===== src/rtl/csa_seq_add_ctrl.sv =====
// Multi-cycle add/subtract sequencer: one 4-bit carry-skip slice is time-shared,
// one nibble per clock, LSB first, with the inter-nibble carry held in a register.

module carry_skip_adder (
   input  logic [3:0] a,
   input  logic [3:0] b,
   input  logic       cin,
   output logic [3:0] sum,
   output logic       carry
);
   logic [3:0] w_p;
   logic [3:0] w_g;
   logic       w_c1;
   logic       w_c2;
   logic       w_c3;
   logic       w_c4;

   assign w_p  = a ^ b;
   assign w_g  = a & b;
   assign w_c1 = w_g[0] | (w_p[0] & cin);
   assign w_c2 = w_g[1] | (w_p[1] & w_c1);
   assign w_c3 = w_g[2] | (w_p[2] & w_c2);
   assign w_c4 = w_g[3] | (w_p[3] & w_c3);
   assign sum  = w_p ^ {w_c3, w_c2, w_c1, cin};
   // When every bit propagates, the incoming carry bypasses the ripple chain.
   assign carry = (&w_p) ? cin : w_c4;
endmodule

module csa_seq_add_ctrl #(
   parameter int WIDTH = 16
) (
   input  logic             clk,
   input  logic             rst_n,
   input  logic             in_valid,
   output logic             in_ready,
   input  logic             op,
   input  logic [WIDTH-1:0] a,
   input  logic [WIDTH-1:0] b,
   input  logic             cin,
   output logic             out_valid,
   input  logic             out_ready,
   output logic [WIDTH-1:0] result,
   output logic             cout,
   output logic             ovf,
   output logic             busy
);
   localparam int NIB = WIDTH / 4;
   localparam int CW  = (NIB > 1) ? $clog2(NIB) : 1;

   localparam logic [1:0] S_IDLE = 2'd0;
   localparam logic [1:0] S_RUN  = 2'd1;
   localparam logic [1:0] S_DONE = 2'd2;

   generate
      if (((WIDTH % 4) != 0) || (WIDTH < 8)) begin : g_bad_width
         $error("csa_seq_add_ctrl: WIDTH must be a multiple of 4 and at least 8");
      end
   endgenerate

   logic [1:0]       r_state;
   logic [CW-1:0]    r_cnt;
   logic             r_carry;
   logic [WIDTH-1:0] r_a;
   logic [WIDTH-1:0] r_b;
   logic [WIDTH-1:0] r_result;
   logic             r_cout;
   logic             r_ovf;

   logic [3:0]       w_a_nib;
   logic [3:0]       w_b_nib;
   logic [3:0]       w_sum;
   logic             w_carry;
   logic             w_last;
   logic             w_accept;

   assign w_a_nib  = r_a[{r_cnt, 2'b00} +: 4];
   assign w_b_nib  = r_b[{r_cnt, 2'b00} +: 4];
   assign w_last   = (r_cnt == CW'(NIB - 1));
   assign in_ready = (r_state == S_IDLE) & rst_n;
   assign w_accept = in_valid & in_ready;

   carry_skip_adder u_slice (
      .a     (w_a_nib),
      .b     (w_b_nib),
      .cin   (r_carry),
      .sum   (w_sum),
      .carry (w_carry)
   );

   always_ff @(posedge clk or negedge rst_n) begin
      if (!rst_n) begin
         r_state  <= S_IDLE;
         r_cnt    <= '0;
         r_carry  <= 1'b0;
         r_a      <= '0;
         r_b      <= '0;
         r_result <= '0;
         r_cout   <= 1'b0;
         r_ovf    <= 1'b0;
      end else begin
         case (r_state)
            S_IDLE: begin
               if (w_accept) begin
                  // Subtract is a + ~b + 1, so the +1 rides in as the first carry.
                  r_a      <= a;
                  r_b      <= op ? ~b : b;
                  r_carry  <= op ? 1'b1 : cin;
                  r_result <= '0;
                  r_cnt    <= '0;
                  r_state  <= S_RUN;
               end
            end
            S_RUN: begin
               r_result[{r_cnt, 2'b00} +: 4] <= w_sum;
               r_carry <= w_carry;
               r_cnt   <= r_cnt + 1'b1;
               if (w_last) begin
                  r_cout  <= w_carry;
                  r_ovf   <= (r_a[WIDTH-1] == r_b[WIDTH-1]) && (w_sum[3] != r_a[WIDTH-1]);
                  r_cnt   <= '0;
                  r_state <= S_DONE;
               end
            end
            S_DONE: begin
               if (out_ready) begin
                  r_state <= S_IDLE;
               end
            end
            default: r_state <= S_IDLE;
         endcase
      end
   end

   assign out_valid = (r_state == S_DONE);
   assign busy      = (r_state != S_IDLE);
   assign result    = r_result;
   assign cout      = r_cout;
   assign ovf       = r_ovf;
endmodule


===== config.mk =====
export PLATFORM = sky130hd
export DESIGN_NAME = csa_seq_add_ctrl
export DESIGN_NICKNAME = d
export VERILOG_FILES = /design/src/rtl/csa_seq_add_ctrl.sv
export SDC_FILE = /design/constraint.sdc
export NUM_CORES = 1
export LEC_CHECK = 0
export CAP_MARGIN = 0
export CORE_MARGIN = 10
export CORE_UTILIZATION = 39
export CTS_CLUSTER_SIZE = 12
export DETAILED_ROUTE_END_ITERATION = 16
export PLACE_DENSITY = 0.7
export SLEW_MARGIN = 40
export SYNTH_ARGS = -nofsm -noshare
export SYNTH_HDL_FRONTEND = slang
export SYNTH_SLANG_ARGS = --single-unit
export TNS_END_PERCENT = 50

===== constraint.sdc =====
create_clock -name clk -period 3.1 [get_ports clk]
set_input_delay 0.775 -clock clk [delete_from_list [all_inputs] [get_ports clk]]
set_output_delay 0.775 -clock clk [all_outputs]
set_load 0.01 [all_outputs]

Word level (Yosys, flattened, before mapping)
Cells that the tools add are included.
Storage, ports and cells
  register bits: 55
Cells by class
  $add $sub $neg: 2
  equal/unequal tests: 8
  shift operators: 4
  multiplexer cells: 15
  bitwise logic cells: 14
  reductions and logical operators: 9
Operators with widths (number)
  $mux W16: 2
  $pmux W16 S2: 1
  $shiftx A16 B5 Y4: 2
  $bwmux W16: 1
  $not A16 Y16: 1
  $shift A4 B6 Y16 const A: 1
  $shiftx A4 B6 Y16: 1
  $mux W2: 5
  $xor A4 B4 Y4: 2
  $and A1 B1 Y1: 6
  $neg A4 Y6: 1
  $pmux W2 S3: 1
  $reduce_and A2 Y1: 3
  $and A4 B4 Y4: 1
  $eq A2 B2 Y1 const B: 2
  $ne A2 B2 Y1 const B: 2
  $or A1 B1 Y1: 4
  $pmux W2 S2: 1
  $reduce_and A4 Y1: 1
  $reduce_bool A2 Y1: 2
  $mux W1: 3
  $reduce_and A3 Y1: 1
  $add A2 B1 Y2 const B: 1
  $eq A2 B1 Y1 const B: 1
  6 further kinds: 6

Logic depth before layout (Yosys ltp)
  word-level depth: 12
  depth in mapped cells: 11
  depth with buffers taken out: 10

By module
Synthesis repeated with hierarchy kept, for this count alone.
Second synthesis, totals
  cell total of the unflattened synthesis: 218
  area total of the unflattened synthesis: 2755.1 µm²
By module, submodules not included
  csa_seq_add_ctrl: times used 1, cells each 199, area an instance 2575.0 µm², seq. area each 1376.3 µm²
  carry_skip_adder: times used 1, cells each 19, area an instance 180.2 µm², seq. area each 0.0 µm²

Worst setup path after synthesis
Ideal clock, no wire load.
  path kind: register to register
  start: register r_cnt[0]
  end: register r_ovf, in the netlist ovf
  arrival time: 2.935 ns
  required time: 3.017 ns
  slack: 0.082 ns
  cell stages (with the launch flop): 12
  path buffers: 1
  cell sequence: dfrtp_1 -> buf_4 -> mux4_2 -> fa_1 -> inv_1 -> fa_1 -> fa_1 -> inv_1 -> fa_1 -> nor3b_1 -> a21oi_1 -> o21ai_0
Between the ends
  longest elaborated chain between the ends: 11
  elaborated cells between the ends (all ways): 15
Ends and longest elaborated chain
  from (decl): RTL line 61  | logic [CW-1:0] r_cnt;
  from (signal assigned): RTL line 116  | r_cnt <= r_cnt + 1'b1;
  $shiftx A16 B5 Y4, on equally long branches: RTL line 76, 77
  $xor A4 B4 Y4: RTL line 18  | assign w_p = a ^ b;
  $and A1 B1 Y1: RTL line 20  | assign w_c1 = w_g[0] | (w_p[0] & cin);
  $or A1 B1 Y1: RTL line 20
  $and A1 B1 Y1: RTL line 21  | assign w_c2 = w_g[1] | (w_p[1] & w_c1);
  $or A1 B1 Y1: RTL line 21
  $and A1 B1 Y1: RTL line 22  | assign w_c3 = w_g[2] | (w_p[2] & w_c2);
  $or A1 B1 Y1: RTL line 22
  $xor A4 B4 Y4: RTL line 24  | assign sum = w_p ^ {w_c3, w_c2, w_c1, cin};
  $ne A1 B1 Y1: RTL line 119  | r_ovf <= (r_a[WIDTH-1] == r_b[WIDTH-1]) && (w_sum[3] != r_a[WIDTH-1]);
  $logic_and A1 B1 Y1: RTL line 119
  to (signal assigned): RTL line 119
  to (decl): RTL line 67  | logic r_ovf;
Parallel ways exist; a longest one is shown, timed or not.
A chain may end at the register's enable or synchronous reset.

Worst setup path after layout
Same ends and word-level chain as after synthesis.

==> results.cfg <==
[logic_synthesis]
yosysUniqueCellTypes = 38
synthMostInstantiatedCell = dfrtp_1
yosysSeqAreaShare_pct = 51.0
mappedNetlistArea_um2 = 2700
synth-edff-count = 0
instance_count_of_the_mapped_netlist = 217
asyncSetResetFlopFracSynth_pct = 100
yosys_register_bits = 55
yosys.area.top_type_share_pct = 51.0
synthTopCellsByCount = 55 x dfrtp_1, 20 x a21oi_1, 18 x nor2_1
syn-mean-instance-area_um2 = 12.4
synth_top_area_cell = dfrtp_1
netlist_top_cells_area = dfrtp_1 51%, mux2_2 7.1%, mux4_2 5.8%
synth.yosys.warnings = 0
postSynthNetCount = 267
synthFlopType = dfrtp_1

[clocking]
cts.clk_slew.worst_paths_ps = 90
cts-root-to-sink-buffers = 2
cts_root_buf = clkbuf_8
clock_tree.htree_level_count = 2
tritoncts_clock_tree = done
cts_inserted_buffers = 5
cts.sink_count = 55
clock_insertion_delay_worst_skew_ps = 300
cts_hold_repair_buffers = 0

[route]
drt_pre_antenna_iters = 4
via_count = 1840
ant_nets = 0
remaining_drcs = 0
vias_per_cell = 5.08
drt-initial-drc-count = 65
drt-total-wl_um = 6030
route.detailed.wl_per_inst_um = 16.6

[place]
dp_hpwl_um = 4760
gp_routability_congestion = 0.874
numPortBuffers = 58

[global_routing]
grt-ovfl-total = 0
grt_first_pass_wirelength_um = 9760
antenna_violations_before_repair = 0
grt_start_max_net_pins = 39
grt_usage_pct = 11.8
vias_in_the_first_global_route = 1966

[timing]
fin_crit_ps = 2890
final.setup.tns_ps = 0
timing.max_slew.rel_slack_pct = 58.9
grt_setup_unrepaired = false
final_slew_viol_count = 0
max_slew.worst_pin.slew_ps = 615
hold_slack_ps = 449
post-route-period-util_pct = 93.1
hold_viol = 0
fmax_mhz = 347
fin_skew_ps = 6.91
finalSetupViolations = 0

[critical_path]
worstReg2RegEnd = ovf
register_to_register_setup_slack_ps = 210
crit_path_max_incr_delay_ps = 460
setup.worst_path.start_class = flop
endpoint_kind = flop
crit_path_max_fanout = 5
cp.arrival_ps = 3070
cell_with_the_largest_stage_delay_on_the_worst_path = dfrtp_2
cell_family_with_the_largest_share_of_critical_path_delay = adder cells
critical_path.cell_chain = buf_4 > mux4_2 > inv_1 > fa_1 > fa_1 > inv_1 > fa_1 > nor3b_1 > a21oi_1 > o21ai_0
path_buf_inv = 3
worst_path_class_setup = reg2reg
timing.critical_path.required_ps = 3290
critical_path_cell_count = 10
worst-r2r-cell-count = 10
r2r-start = r_cnt[0]
critical_path.most_common_cell = fa_1

[job]
max_cap_viol_count = 0

[floorplan]
design.core.area_um2 = 6760
floorplan.die.width_um = 103
die-height_um = 103
start_util_pct = 40.0
rows = 30
dieArea_um2 = 10700
pin_count = 59

[finish]
fin_nets = 331
nFillCells = 601
sequential_cell_area_um2 = 1380
area.growth.synth_to_final_pct = 29.7
antenna_cells = 0
multiInputGateArea_um2 = 1230
final_layout_size_suffix_gt1_share_pct = 16.0

[power_and_ir_drop]
power_per_cell_area_nw_per_um2 = 1070
worst_ir_drop_vdd_mv = 0.533
power.leakage_nw = 1.45

[hold_path]
timing.hold.worst.class = in2async

[outcome]
status = complete, no violations
metrics by stage:
| step | worst slack, ps | util [%] | instance area [µm²] | power, mW | instances |
|---|---|---|---|---|---|
| 6_report | 215 | 51.9 | 3500 | 3.76 | 362 |
| 5_1_grt | 6.96 | 51.9 | 3500 | 4.06 | 362 |
| 4_1_cts | 182 | 51.8 | 3500 | 3.80 | 362 |
| 3_5_place_dp | 213 | 50.4 | 3410 | 3.39 | 354 |
| 3_3_place_gp | 291 | 50.4 | 3410 | 3.31 | 354 |
| 2_1_floorplan | 82.0 | - | 2700 | 2.56 | 217 |
worst reg2reg max path, stage by stage (launching register included):
cell and delay, ps:
dfrtp_2 460, buf_4 170, mux4_2 360, inv_1 70
fa_1 450, fa_1 380, inv_1 80, fa_1 440
nor3b_1 160, a21oi_1 130, o21ai_0 90
registers in the layout (all words and copies together), names as in the netlist:
register  count
r_cnt         2
r_carry       1
result       16
r_a          16
ovf           1
r_b          16
cout          1
r_state       2
repair_timing:
item / 4_1_cts / 5_1_grt
endpoints found under the hold margin: 0 / 0
resized for setup: 0 / 1
setup buffers: 0 / 0
setup endpoints to repair: 0 / 1
layer usage:
layer	wire length, µm	track usage [%]	vias to the layer above
li1	-	-	897
met3	333	3.32	6
met4	58	3.21	0
met2	2930	20.1	47
met5	0	0	-
met1	2700	14.2	890
power by group:
part           total [mW]  leakage [nW]  switching, mW  internal, mW
registers            1.28         0.672          0.239          1.04
logic                2.08         0.734           1.01          1.06
clock network       0.408        0.0484          0.224         0.183
cells by family after synthesis:
family | count (synthesis) | synth area share (%)
adder cells (fa/ha/maj) | 12 | 6.67
XOR/XNOR | 16 | 5.19
AO/OA/AOI/OAI | 45 | 11.1
flip-flops | 55 | 51.0
multiplexers | 26 | 14.3
buffers and inverters | 22 | 3.61
AND/OR/NAND/NOR | 41 | 8.20
worst max path at each step:
stage	to	slack (ps)	from
CTS	ovf	180	r_cnt[0]
global placement	ovf	290	r_cnt[0]
floorplan	ovf	80	r_cnt[0]
global route	ovf	7	r_cnt[0]
finish	ovf	210	r_cnt[0]
detailed placement	ovf	210	r_cnt[0]
area by class of cell:
type	instances	share of cell area [%]
Tap cell	80	2.86
Inverter	11	1.18
Multi-Input combinational cell	140	35.0
Clock buffer	7	2.46
Timing Repair Buffer	68	18.9
Clock inverter	1	0.250
Sequential cell	55	39.3
placed cells by master (no fill, tap or decap), types with 2 or more instances in the layout:
| cell type | instances |
|---|---|
| nand3b_1 | 2 |
| a22o_1 | 8 |
| mux2_2 | 17 |
| xnor2_1 | 16 |
| dfrtp_1 | 54 |
| clkdlybuf4s50_1 | 57 |
| nand2_1 | 4 |
| nor2_1 | 18 |
| fa_1 | 4 |
| ha_1 | 8 |
| a21oi_1 | 20 |
| buf_4 | 9 |
| nand3_1 | 2 |
| o2bb2ai_1 | 8 |
| o21ai_0 | 3 |
| mux4_2 | 7 |
| clkbuf_8 | 6 |
| inv_1 | 11 |
| o31ai_1 | 3 |
| nor2b_1 | 2 |
Note: power is estimated with default switching activity, not from simulation.
